<file path="config.mk">
export PLATFORM = sky130hd
export DESIGN_NAME = neural_network_udiv_seq
export DESIGN_NICKNAME = d
export VERILOG_FILES = /design/src/rtl/neural_network_div_pkg.sv /design/src/rtl/neural_network_udiv_step.sv /design/src/rtl/neural_network_udiv_seq.sv
export SDC_FILE = /design/constraint.sdc
export NUM_CORES = 1
export LEC_CHECK = 0
export ABC_CLOCK_PERIOD_IN_PS = 2600
export CAP_MARGIN = 15
export CORE_ASPECT_RATIO = 0.7
export CORE_MARGIN = 5
export CORE_UTILIZATION = 53
export CTS_BUF_LIST = sky130_fd_sc_hd__clkbuf_8 sky130_fd_sc_hd__clkbuf_16
export CTS_CLUSTER_DIAMETER = 80
export DETAILED_ROUTE_END_ITERATION = 6
export PLACE_DENSITY = 0.8
export SYNTH_ARGS = -nofsm -noshare
export SYNTH_HDL_FRONTEND = slang
export SYNTH_SLANG_ARGS = --single-unit
</file>
<file path="constraint.sdc">
create_clock -name clk -period 2.6 [get_ports clk]
set_clock_uncertainty 0.2 [all_clocks]
set_input_delay 0.52 -clock clk [delete_from_list [all_inputs] [get_ports clk]]
set_output_delay 0.52 -clock clk [all_outputs]
set_load 0.01 [all_outputs]
</file>
<file path="src/rtl/neural_network_div_pkg.sv">
// Shared defaults, FSM encoding and counter width for the sequential unsigned divider.
package neural_network_div_pkg;

    localparam int DIVIDEND_WIDTH_DEF = 22;
    localparam int DIVISOR_WIDTH_DEF  = 11;
    localparam int CNT_WIDTH_DEF      = $clog2(DIVIDEND_WIDTH_DEF);

    typedef enum logic [1:0] {
        ST_IDLE = 2'd0,
        ST_CALC = 2'd1,
        ST_DONE = 2'd2
    } div_state_e;

endpackage

</file>
<file path="src/rtl/neural_network_udiv_step.sv">
// One radix-2 restoring step: shift in the next dividend bit, subtract the divisor if it fits.
module neural_network_udiv_step #(
    parameter int DW = 11
) (
    input  logic [DW:0]   r_in,
    input  logic          bit_in,
    input  logic [DW-1:0] d,
    output logic [DW:0]   r_out,
    output logic          qbit
);

    logic [DW+1:0] t;

    // r_in stays below d, so the top bit of t is always zero and the difference fits in DW+1 bits
    always_comb begin
        t     = {r_in, bit_in};
        qbit  = (t >= (DW+2)'(d));
        r_out = qbit ? (DW+1)'(t - (DW+2)'(d)) : (DW+1)'(t);
    end

endmodule

</file>
<file path="src/rtl/neural_network_udiv_seq.sv">
// Sequential unsigned restoring divider, one quotient bit per ce-enabled cycle.
// state | meaning
// IDLE  | waiting for start
// CALC  | shifting out one quotient bit per enabled cycle
// DONE  | results just became valid; done is high, a new start is accepted here
module neural_network_udiv_seq
    import neural_network_div_pkg::*;
#(
    parameter int DIVIDEND_WIDTH = DIVIDEND_WIDTH_DEF,
    parameter int DIVISOR_WIDTH  = DIVISOR_WIDTH_DEF
) (
    input  logic                      clk,
    input  logic                      reset,
    input  logic                      ce,
    input  logic                      start,
    input  logic [DIVIDEND_WIDTH-1:0] dividend,
    input  logic [DIVISOR_WIDTH-1:0]  divisor,
    output logic                      busy,
    output logic                      done,
    output logic [DIVIDEND_WIDTH-1:0] quotient,
    output logic [DIVISOR_WIDTH-1:0]  remainder,
    output logic                      div_by_zero
);

    localparam int CNT_W = $clog2(DIVIDEND_WIDTH);

    div_state_e                state_q, state_d;
    logic [CNT_W-1:0]          cnt_q, cnt_d;
    logic [DIVIDEND_WIDTH-1:0] q_sh_q, q_sh_d;
    logic [DIVIDEND_WIDTH-1:0] quot_q, quot_d;
    logic [DIVISOR_WIDTH:0]    r_acc_q, r_acc_d, r_step;
    logic [DIVISOR_WIDTH-1:0]  d_q, d_d;
    logic [DIVISOR_WIDTH-1:0]  rem_q, rem_d;
    logic                      dbz_q, dbz_d;
    logic                      qbit;
    logic                      accept;
    logic                      div_zero;

    neural_network_udiv_step #(
        .DW(DIVISOR_WIDTH)
    ) u_step (
        .r_in  (r_acc_q),
        .bit_in(q_sh_q[DIVIDEND_WIDTH-1]),
        .d     (d_q),
        .r_out (r_step),
        .qbit  (qbit)
    );

    assign accept   = start && ((state_q == ST_IDLE) || (state_q == ST_DONE));
    assign div_zero = (divisor == '0);

    always_ff @(posedge clk) begin
        if (!reset) begin
            state_q <= ST_IDLE;
        end else if (ce) begin
            state_q <= state_d;
        end
    end

    always_comb begin
        state_d = state_q;
        unique case (state_q)
            ST_IDLE, ST_DONE: begin
                if (start) begin
                    state_d = div_zero ? ST_DONE : ST_CALC;
                end else if (state_q == ST_DONE) begin
                    state_d = ST_IDLE;
                end
            end
            ST_CALC: begin
                if (cnt_q == '0) begin
                    state_d = ST_DONE;
                end
            end
            default: state_d = ST_IDLE;
        endcase
    end

    always_comb begin
        busy = (state_q == ST_CALC);
        done = (state_q == ST_DONE);
    end

    // Result registers only move on the edge that enters DONE
    always_comb begin
        cnt_d   = cnt_q;
        q_sh_d  = q_sh_q;
        r_acc_d = r_acc_q;
        d_d     = d_q;
        quot_d  = quot_q;
        rem_d   = rem_q;
        dbz_d   = dbz_q;
        if (accept) begin
            q_sh_d  = dividend;
            r_acc_d = '0;
            d_d     = divisor;
            cnt_d   = CNT_W'(DIVIDEND_WIDTH - 1);
            if (div_zero) begin
                quot_d = '1;
                rem_d  = '0;
                dbz_d  = 1'b1;
            end
        end else if (state_q == ST_CALC) begin
            q_sh_d  = {q_sh_q[DIVIDEND_WIDTH-2:0], qbit};
            r_acc_d = r_step;
            cnt_d   = cnt_q - 1'b1;
            if (cnt_q == '0) begin
                quot_d = {q_sh_q[DIVIDEND_WIDTH-2:0], qbit};
                rem_d  = r_step[DIVISOR_WIDTH-1:0];
                dbz_d  = 1'b0;
            end
        end
    end

    always_ff @(posedge clk) begin
        if (!reset) begin
            cnt_q   <= '0;
            q_sh_q  <= '0;
            r_acc_q <= '0;
            d_q     <= '0;
            quot_q  <= '0;
            rem_q   <= '0;
            dbz_q   <= 1'b0;
        end else if (ce) begin
            cnt_q   <= cnt_d;
            q_sh_q  <= q_sh_d;
            r_acc_q <= r_acc_d;
            d_q     <= d_d;
            quot_q  <= quot_d;
            rem_q   <= rem_d;
            dbz_q   <= dbz_d;
        end
    end

    assign quotient    = quot_q;
    assign remainder   = rem_q;
    assign div_by_zero = dbz_q;

endmodule
</file>
Yosys cells after proc, flatten, opt, wreduce, memory -nomap -nowiden
Index checks and enable logic that the tools add are counted. W data, S select, Z words.

Output and inout bits: 36. Register bits after elaboration: 86. Logic and storage cells: 52. Input port bits: 37.

Equal/unequal tests: 5. Magnitude comparators: 1. Mux-type cells: 24. Add/subtract/negate cells: 2. Reduce and logical (&&, ||, !) cells: 12.

Operators with widths (number): $mux W22 (6); $mux W11 (4); $mux W12 (3); $ge A13 B11 Y1 (1); $sub A12 B11 Y12 (1); $logic_not A11 Y1 (1); $mux W5 (2); $mux W2 (4); $logic_not A5 Y1 (1); $sub A5 B1 Y5 const B (1); $mux W1 (4); $ne A2 B1 Y1 const B (2); $pmux W2 S2 (1); $reduce_and A2 Y1 (2); $reduce_and A4 Y1 (1); $reduce_bool A2 Y1 (2); $ne A3 B3 Y1 const B (1); $reduce_and A3 Y1 (1); $eq A2 B1 Y1 const B (1); $eq A2 B2 Y1 const B (1); $logic_not A2 Y1 (1); $reduce_or A2 Y1 (1); $logic_and A1 B1 Y1 (1); $logic_or A1 B1 Y1 (1).

Longest topological paths before layout
Gate-level depths: netlist of run 1.

Depth after elaboration: 5. Depth in mapped cells: 10. Gate-level depth less buffers: 9.

Cells and area by module
A second synthesis of run 1 with hierarchy kept.

Cell total of the unflattened synthesis: 461. Area total of the unflattened synthesis: 4061.4 um^2.

Modules (own cells, without submodules): neural_network_udiv_seq (cells an instance 364, instances 1, seq. area each 1721.7 um^2, area an instance 3330.7 um^2); neural_network_udiv_step (cells an instance 97, instances 1, seq. area each 0.0 um^2, area an instance 730.7 um^2).

Worst setup path before layout of run 1
No wires, ideal clock.

Path type: register -> register. Start point: register d_q[10]. End point: register rem_q[7] (netlist: remainder[7]). Period minus slack after synthesis: 2.353 ns. Cell stages (with the launch flop): 8. Buffers on the path: 0. Setup slack: 0.247 ns. Arrival: 2.031 ns. Data required time: 2.278 ns. Library setup time: 0.122 ns. Path through: dfxtp_1 > inv_1 > ha_1 > a2111oi_2 > nor2_1 > a221oi_2 > a21oi_1 > a221o_1.

Cells in the longest elaborated chain, start to end: 5.

RTL lines: start, declared (line neural_network_udiv_seq.sv:32) `logic [DIVISOR_WIDTH-1:0] d_q, d_d;`; start signal, assigned (line neural_network_udiv_seq.sv:120) `d_q <= '0;`; start signal, assigned (line neural_network_udiv_seq.sv:128) `d_q <= d_d;`; $ge A13 B11 Y1 (line neural_network_udiv_step.sv:17) `qbit = (t >= (DW+2)'(d));`; $mux W12 (line neural_network_udiv_step.sv:18) `r_out = qbit ? (DW+1)'(t - (DW+2)'(d)) : (DW+1)'(t);`; $mux W11 (line neural_network_udiv_seq.sv:107) `if (cnt_q == '0) begin`; $mux W11 (line neural_network_udiv_seq.sv:103) `end else if (state_q == ST_CALC) begin`; $mux W11 (line neural_network_udiv_seq.sv:93) `if (accept) begin`; end signal, assigned (line neural_network_udiv_seq.sv:130) `rem_q <= rem_d;`; end, declared (line neural_network_udiv_seq.sv:33) `logic [DIVISOR_WIDTH-1:0] rem_q, rem_d;`.

No other way between the ends. The select of a mux whose other input is x is not followed. A chain may end at the register's enable or synchronous reset.

Final worst setup path of run 1
Start point: register r_acc_q[7]. End point: register rem_q[7] (netlist: remainder[7]).

Cells in the longest elaborated chain, start to end: 5.

RTL lines: start, declared (line neural_network_udiv_seq.sv:31) `logic [DIVISOR_WIDTH:0] r_acc_q, r_acc_d, r_step;`; start signal, assigned (line neural_network_udiv_seq.sv:127) `r_acc_q <= r_acc_d;`; $ge A13 B11 Y1 (line neural_network_udiv_step.sv:17); $mux W12 (line neural_network_udiv_step.sv:18); $mux W11 (line neural_network_udiv_seq.sv:107); $mux W11 (line neural_network_udiv_seq.sv:103); $mux W11 (line neural_network_udiv_seq.sv:93).

No other way between the ends. The select of a mux whose other input is x is not followed.

==> results of run 1 <==
-- worst max-delay path by stage --
stage	end	slack (ps)	start
2_1_floorplan	remainder[7]	250	d_q[10]
3_3_place_gp	quotient[1]	-190	start
3_5_place_dp	quotient[1]	-280	start
4_1_cts	r_acc_q[0]	-4	d_q[10]
5_1_grt	remainder[7]	-6	d_q[7]
6_report	remainder[7]	100	r_acc_q[7]
-- where the power goes --
| group | switching (uW) | internal (uW) | total, uW |
|---|---|---|---|
| Clock | 545 | 777 | 1320 |
| Combinational | 550 | 474 | 1020 |
| Sequential | 75.0 | 1400 | 1470 |
-- registers in the layout, indices dropped and copies added, names as in the netlist --
name and cells:
d_q 11, remainder 11, q_sh_q 22, state_q 2, cnt_q 5, r_acc_q 12, quotient 22, div_by_zero 1
-- layout by cell type (no fill, tap or decap), drive strengths merged, types with 3 or more instances in the layout --
cell type,count
nand3,5
dfxtp,86
a21o,3
buf,42
o21ai,49
nor2b,4
or2,3
a221o,6
mux2i,21
a21oi,53
nor3,8
xnor2,4
nor2,46
nand2,55
and2,8
a31oi,12
o21a,8
a221oi,6
nor4,3
nor4b,3
a211oi,26
ha,13
inv,20
clkdlybuf4s50,72
xor2,3
clkbuf,10
-- final cells by class --
type / instances / area (sq um)
Multi-Input combinational cell: 365 / 2410
Clock buffer: 10 / 239
Tap cell: 101 / 126
Clock inverter: 6 / 66.3
Inverter: 17 / 63.8
Fill cell: 602 / 2090
Timing Repair Buffer: 114 / 1050
Sequential cell: 86 / 1720
-- repair_timing --
action,in CTS,in global routing
gates resized for setup,3,23
pin swaps,0,6
setup endpoints to repair,2,33
setup buffers,0,4
-- worst max-delay path, cell delays in order (launching register included) --
cell	delay, ps
dfxtp_1	360
ha_1	400
nand4_1	220
nor3_2	180
a21boi_2	230
buf_4	170
nor4b_4	40
buf_4	170
and2_1	150
a221o_1	260
-- metrics by stage --
step / setup TNS (ps) / instance area (sq um)
2_1_floorplan: 0 / 4170
3_3_place_gp: -3150 / 5210
3_5_place_dp: -5610 / 5210
4_1_cts: -3.65 / 5530
5_1_grt: -6.19 / 5680
6_report: 0 / 5680
-- logic make-up (layout without fill, tap and decap cells) --
| logic type | Yosys count | in the layout | synth area share |
|---|---|---|---|
| AOI/OAI and AO/OA | 174 | 174 | 0.260 |
| xor gates and xnor gates | 7 | 7 | 0.0147 |
| adders and majority gates | 14 | 14 | 0.0438 |
| buffers and inverters | 48 | 147 | 0.0444 |
| DFF | 86 | 86 | 0.413 |
| muxes | 21 | 21 | 0.0504 |
| and+or+nand+nor | 149 | 149 | 0.174 |
-- metal layers --
layer | GRT usage | wire length (um) | vias to the layer above
li1 | - | - | 1989
met1 | 0.368 | 5540 | 1931
met2 | 0.375 | 5400 | 157
met3 | 0.0670 | 864 | 13
met4 | 0.0727 | 155 | 0
met5 | 0 | 0 | -
==> flow_summary.rst, run 1 <==
.. list-table::
   :header-rows: 1

   * - Metric
     - Value
   * - WHS Endpoint
     - quotient[4]
   * - Predominant post-synthesis flop cell
     - dfxtp_1
   * - Tightest slew margin relative to the limit
     - 0.571
   * - CTS Root Buffer Type
     - clkbuf_16
   * - Via/cell ratio
     - 5.85
   * - Max Cap Violations
     - 0
   * - Number of buffers between clock root and the deepest sink
     - 2
   * - Number of top-level design ports
     - 73
   * - Post-synthesis cell area
     - 4170 sq um
   * - Total of warnings raised by yosys
     - 0
   * - Clock slew at reported path FFs
     - 60 ps
   * - Violation count after the first detailed-route iteration
     - 327
   * - Number of iterations in the first detailed-routing pass
     - 7
   * - Total half-perimeter wirelength after legalization and detailed placement
     - 8.48 mm
   * - Power density over the cells
     - 673 nW/um^2
   * - Overall power after layout
     - 3820 uW
   * - Setup slack of the most critical reg-to-reg path
     - 100 ps
   * - Share of the synthesized area in the top cell type
     - 0.413
   * - Vias post-DR
     - 4090
   * - Post-layout min period
     - 2500 ps
   * - Post-placement worst setup slack
     - -278 ps
   * - Post-layout utilization of the core
     - 0.731
   * - Hold path startpoint
     - quotient[4]
   * - Unrepaired setup endpoints after global routing
     - yes
   * - Number of synthesized flops with an enable pin
     - 0
   * - Number of max-slew violations in the final report
     - 0
   * - Fmax
     - 0.400 GHz
   * - Num rows
     - 27
   * - Layout cells sized above 1
     - 0.154
   * - Layout overhead on the synthesized area
     - 36.2%
   * - Nets@finish
     - 644
   * - Pleak
     - 0.00212 uW
   * - Startpoint of the worst-slack reg-to-reg timing path
     - r_acc_q[7]
   * - Starting density of the core
     - 0.537
   * - Antenna violations before repair
     - 0
   * - Number of cells on the worst reg-to-reg path
     - 9
   * - Result of the run
     - finished, final reports clean
   * - Maximum net fanout on the critical path
     - 7
   * - Leading cell types by total area after synthesis
     - dfxtp_1 (41%), a21oi_1 (6.2%), o21ai_0 (5.8%)
   * - H-tree levels
     - 3
   * - Weighted congestion at the end of routability-driven global placement
     - 0.916
   * - R2R Path End
     - remainder[7]
   * - Chip width
     - 116 um
   * - Hold Path Cell Cnt
     - 2
   * - Cell with the most instances after synthesis
     - dfxtp_1
   * - Worst endpoint required time
     - 2630 ps
   * - Final count of negative-setup-slack endpoints
     - 0
   * - First-pass GRT wire length
     - 19.8 mm
   * - Mapped Cells
     - 499
   * - Number of storage elements in the synthesis netlist
     - 86
   * - Number of buffers added to fix hold violations after cts
     - 0
   * - TritonCTS clock tree
     - done
   * - Tightest Pin Transition
     - 643 ps
   * - Type of the tightest min-delay check
     - flop to flop
   * - Top cell type by total area after synthesis
     - dfxtp_1
   * - Number of routed nets with antenna violations
     - 0
   * - Total clock buffers created by CTS
     - 9
   * - Ys async rst share
     - 0
   * - GRT Overall Usage
     - 0.255
   * - Clock latency at the later pin of the worst-skew pair
     - 350 ps
   * - Register area share after synthesis
     - 0.413
   * - Die Y-Extent
     - 84.2 um
   * - Total overflow reported by the global router
     - 0
   * - Floorplan Core Area
     - 7770 sq um
   * - Via count of the first global-routing pass
     - 3850
   * - Kind of end point of the critical path
     - flop
   * - Area enclosed by the die boundary
     - 9770 sq um
   * - Maximum number of pins on one net before global-route repair
     - 64
   * - Detailed-route wire length per cell
     - 17.1 um
   * - VDD IR max
     - 0.465 mV
   * - Critical path data arrival time
     - 2530 ps
   * - Post-route worst hold slack
     - 248 ps
   * - Syn_area_per_cell
     - 8.35 sq um
   * - Wirelength, routed
     - 12.0 mm
   * - Period utilization
     - 0.961
   * - Antenna Diode Count
     - 0
   * - Num Clock Sinks
     - 86
   * - Count of distinct cell types in the synthesized netlist
     - 54
   * - Type of element launching the critical path
     - flop
   * - Category of the most critical setup path
     - flop to flop
   * - Number of cells after detailed placement
     - 679
   * - Final worst-path setup slack
     - 100 ps
   * - Non-filler cells in the finished layout
     - 699
   * - DRC violations left
     - 0
   * - Post-synth top cells
     - dfxtp_1 (86), nand2_1 (54), a21oi_1 (52)
   * - Net count after synthesis
     - 550
   * - Quantity of I/O buffers inserted on ports
     - 72
   * - Hold violation count in the final report
     - 0
Power figures use the tool's default switching activity.
==> inputs of run 2 (changes only) <==
--- a/config.mk
+++ b/config.mk
@@ -14,6 +14,7 @@
 export CTS_CLUSTER_DIAMETER = 80
 export DETAILED_ROUTE_END_ITERATION = 6
 export PLACE_DENSITY = 0.8
+export SKIP_CTS_REPAIR_TIMING = 1
 export SYNTH_ARGS = -nofsm -noshare
 export SYNTH_HDL_FRONTEND = slang
 export SYNTH_SLANG_ARGS = --single-unit
==> flow_summary.rst, run 2 (synthesized netlist as in run 1, its figures left out) <==
.. list-table::
   :header-rows: 1

   * - Metric
     - Value
   * - Category of the most critical setup path
     - flop to flop
   * - Num rows
     - 27 (unchanged)
   * - Period utilization
     - 0.965 (+0.00398)
   * - Most common cell after layout, fill and taps aside
     - dfxtp_1
   * - Nets@finish
     - 643 (-0.16%)
   * - GRT Overall Usage
     - 0.255 (+0.000449)
   * - Maximum net fanout on the critical path
     - 9 (+2)
   * - VDD IR max
     - 0.465 mV (about the same)
   * - Final worst-path setup slack
     - 90.1 ps (-10.3 ps)
   * - Wirelength, routed
     - 11.9 mm (-0.16%)
   * - Starting density of the core
     - 0.537 (unchanged)
   * - H-tree levels
     - 3 (unchanged)
   * - Hold violation count in the final report
     - 0 (unchanged)
   * - Slowest-stage cell, CP
     - dfxtp_1
   * - Non-filler cells in the finished layout
     - 698 (-0.14%)
   * - Area of the multi-input gates
     - 2390 sq um (-0.99%)
   * - Pleak
     - 0.00211 uW (-0.47%)
   * - Vias post-DR
     - 4110 (+0.49%)
   * - Antenna violations before repair
     - 0 (unchanged)
   * - Total overflow reported by the global router
     - 0 (unchanged)
   * - Power density over the cells
     - 673 nW/um^2 (about the same)
   * - Critical path buffers and inverters
     - 2 (unchanged)
   * - Type of element launching the critical path
     - flop
   * - First-pass GRT wire length
     - 19.8 mm (+0.14%)
   * - Number of cells after detailed placement
     - 679 (unchanged)
   * - Number of top-level design ports
     - 73 (unchanged)
   * - Storage element area
     - 1720 sq um (unchanged)
   * - Final count of negative-setup-slack endpoints
     - 0 (unchanged)
   * - Clock latency at the later pin of the worst-skew pair
     - 350 ps (about the same)
   * - Tightest Pin Transition
     - 654 ps (+10.8 ps)
   * - Chip width
     - 116 um (unchanged)
   * - Antenna Diode Count
     - 0 (unchanged)
   * - Number of max-slew violations in the final report
     - 0 (unchanged)
   * - Unrepaired setup endpoints after global routing
     - yes
   * - Critical path data arrival time
     - 2560 ps (+30 ps)
   * - Fmax
     - 0.398 GHz (-0.41%)
   * - Violation count after the first detailed-route iteration
     - 352 (+7.6%)
   * - Post-layout utilization of the core
     - 0.727 (-0.00403)
   * - Commonest cells after routing, fill and taps aside
     - dfxtp_1 (85), clkdlybuf4s50_1 (72), nand2_1 (53)
   * - Filler Cells Inserted
     - 608 (+1.0%)
   * - Result of the run
     - finished, final reports clean
   * - Number of buffers between clock root and the deepest sink
     - 2 (unchanged)
   * - Cells along the critical path
     - inv_1, ha_1, a211oi_2, o21ba_2, a21oi_2, nor4b_2, buf_4, a221oi_2, a211oi_1
   * - Via count of the first global-routing pass
     - 3861 (+0.29%)
   * - Slowest cell delay on critical path
     - 350 ps (-50 ps)
   * - DRC violations left
     - 0 (unchanged)
   * - Tightest slew margin relative to the limit
     - 0.564 (-0.00723)
   * - CTS Root Buffer Type
     - clkbuf_16
   * - Layout cells sized above 1
     - 0.149 (-0.00477)
   * - Post-layout min period
     - 2510 ps (+10.3 ps)
   * - Die Y-Extent
     - 84.2 um (unchanged)
   * - Total clock buffers created by CTS
     - 9 (unchanged)
   * - Max Cap Violations
     - 0 (unchanged)
   * - Total half-perimeter wirelength after legalization and detailed placement
     - 8.48 mm (unchanged)
   * - Post-route worst hold slack
     - 248 ps (-0.0920 ps)
   * - Clock slew at reported path FFs
     - 60 ps (about the same)
   * - Area enclosed by the die boundary
     - 9770 sq um (unchanged)
   * - Kind of end point of the critical path
     - flop
   * - Weighted congestion at the end of routability-driven global placement
     - 0.916 (unchanged)
   * - Worst endpoint required time
     - 2650 ps (+20 ps)
   * - Number of iterations in the first detailed-routing pass
     - 5 (-2)
   * - Detailed-route wire length per cell
     - 17.1 um (about the same)
   * - Maximum number of pins on one net before global-route repair
     - 64 (unchanged)
   * - Layout overhead on the synthesized area
     - 35.4%
   * - Total negative slack for setup checks
     - 0 ps (unchanged)
   * - Type of the tightest min-delay check
     - flop to flop
   * - Post-placement worst setup slack
     - -278 ps (unchanged)
   * - TritonCTS clock tree
     - done
   * - Quantity of I/O buffers inserted on ports
     - 72 (unchanged)
   * - Num Clock Sinks
     - 86 (unchanged)
   * - Number of routed nets with antenna violations
     - 0 (unchanged)
   * - Cell type group with the largest total delay on the critical path
     - compound AO/OA/AOI/OAI gates
   * - Via/cell ratio
     - 5.89 (+0.63%)
   * - Floorplan Core Area
     - 7770 sq um (unchanged)
## run 2: cell count changes in the layout (fill, tap and decap cells not counted), sizes merged
cell,delta
buf,-1
## run 2: per-stage QoR
stage                     power [uW]  cell area (sq um)
final                           3800               5650
after floorplan                 2060               4170
after global routing            3990               5650
after detailed placement        2400               5210
after global placement          2370               5210
after CTS                       3720               5510
## run 2: layout make-up
type,count,area share
Timing Repair Buffer,113,0.184
Multi-Input combinational cell,365,0.423
Inverter,17,0.0113
Clock inverter,6,0.0117
Clock buffer,10,0.0423
Sequential cell,86,0.305
Tap cell,101,0.0224
## run 2: worst min-delay path, cell delays in order, from the launching register on
cell     delay, ps
dfxtp_1        310
nand2_1         50
a21oi_1         50
## run 2: final timing paths
kind / startpoint / end / slack, ps / cells after the start
setup reg to reg: d_q[6] / r_acc_q[0] / 90 / 9
setup / recovery: d_q[6] / r_acc_q[0] / 90 / 9
hold reg to reg: quotient[4] / quotient[4] / 250 / 2
hold / removal: quotient[4] / quotient[4] / 250 / 2
## run 2: power breakdown
part,switching [uW],internal [uW],total (uW),leakage [uW]
Sequential,75.1,1400,1470,0.000702
Combinational,544,461,1010,0.00126
Clock,542,777,1320,0.000154
## run 2: layer usage
layer | track usage | up-vias | part of all wire
li1 | - | 1993 | -
met1 | 0.369 | 1928 | 0.46
met2 | 0.376 | 171 | 0.45
met3 | 0.0670 | 18 | 0.076
met4 | 0.0727 | 0 | 0.014
met5 | 0 | - | 0
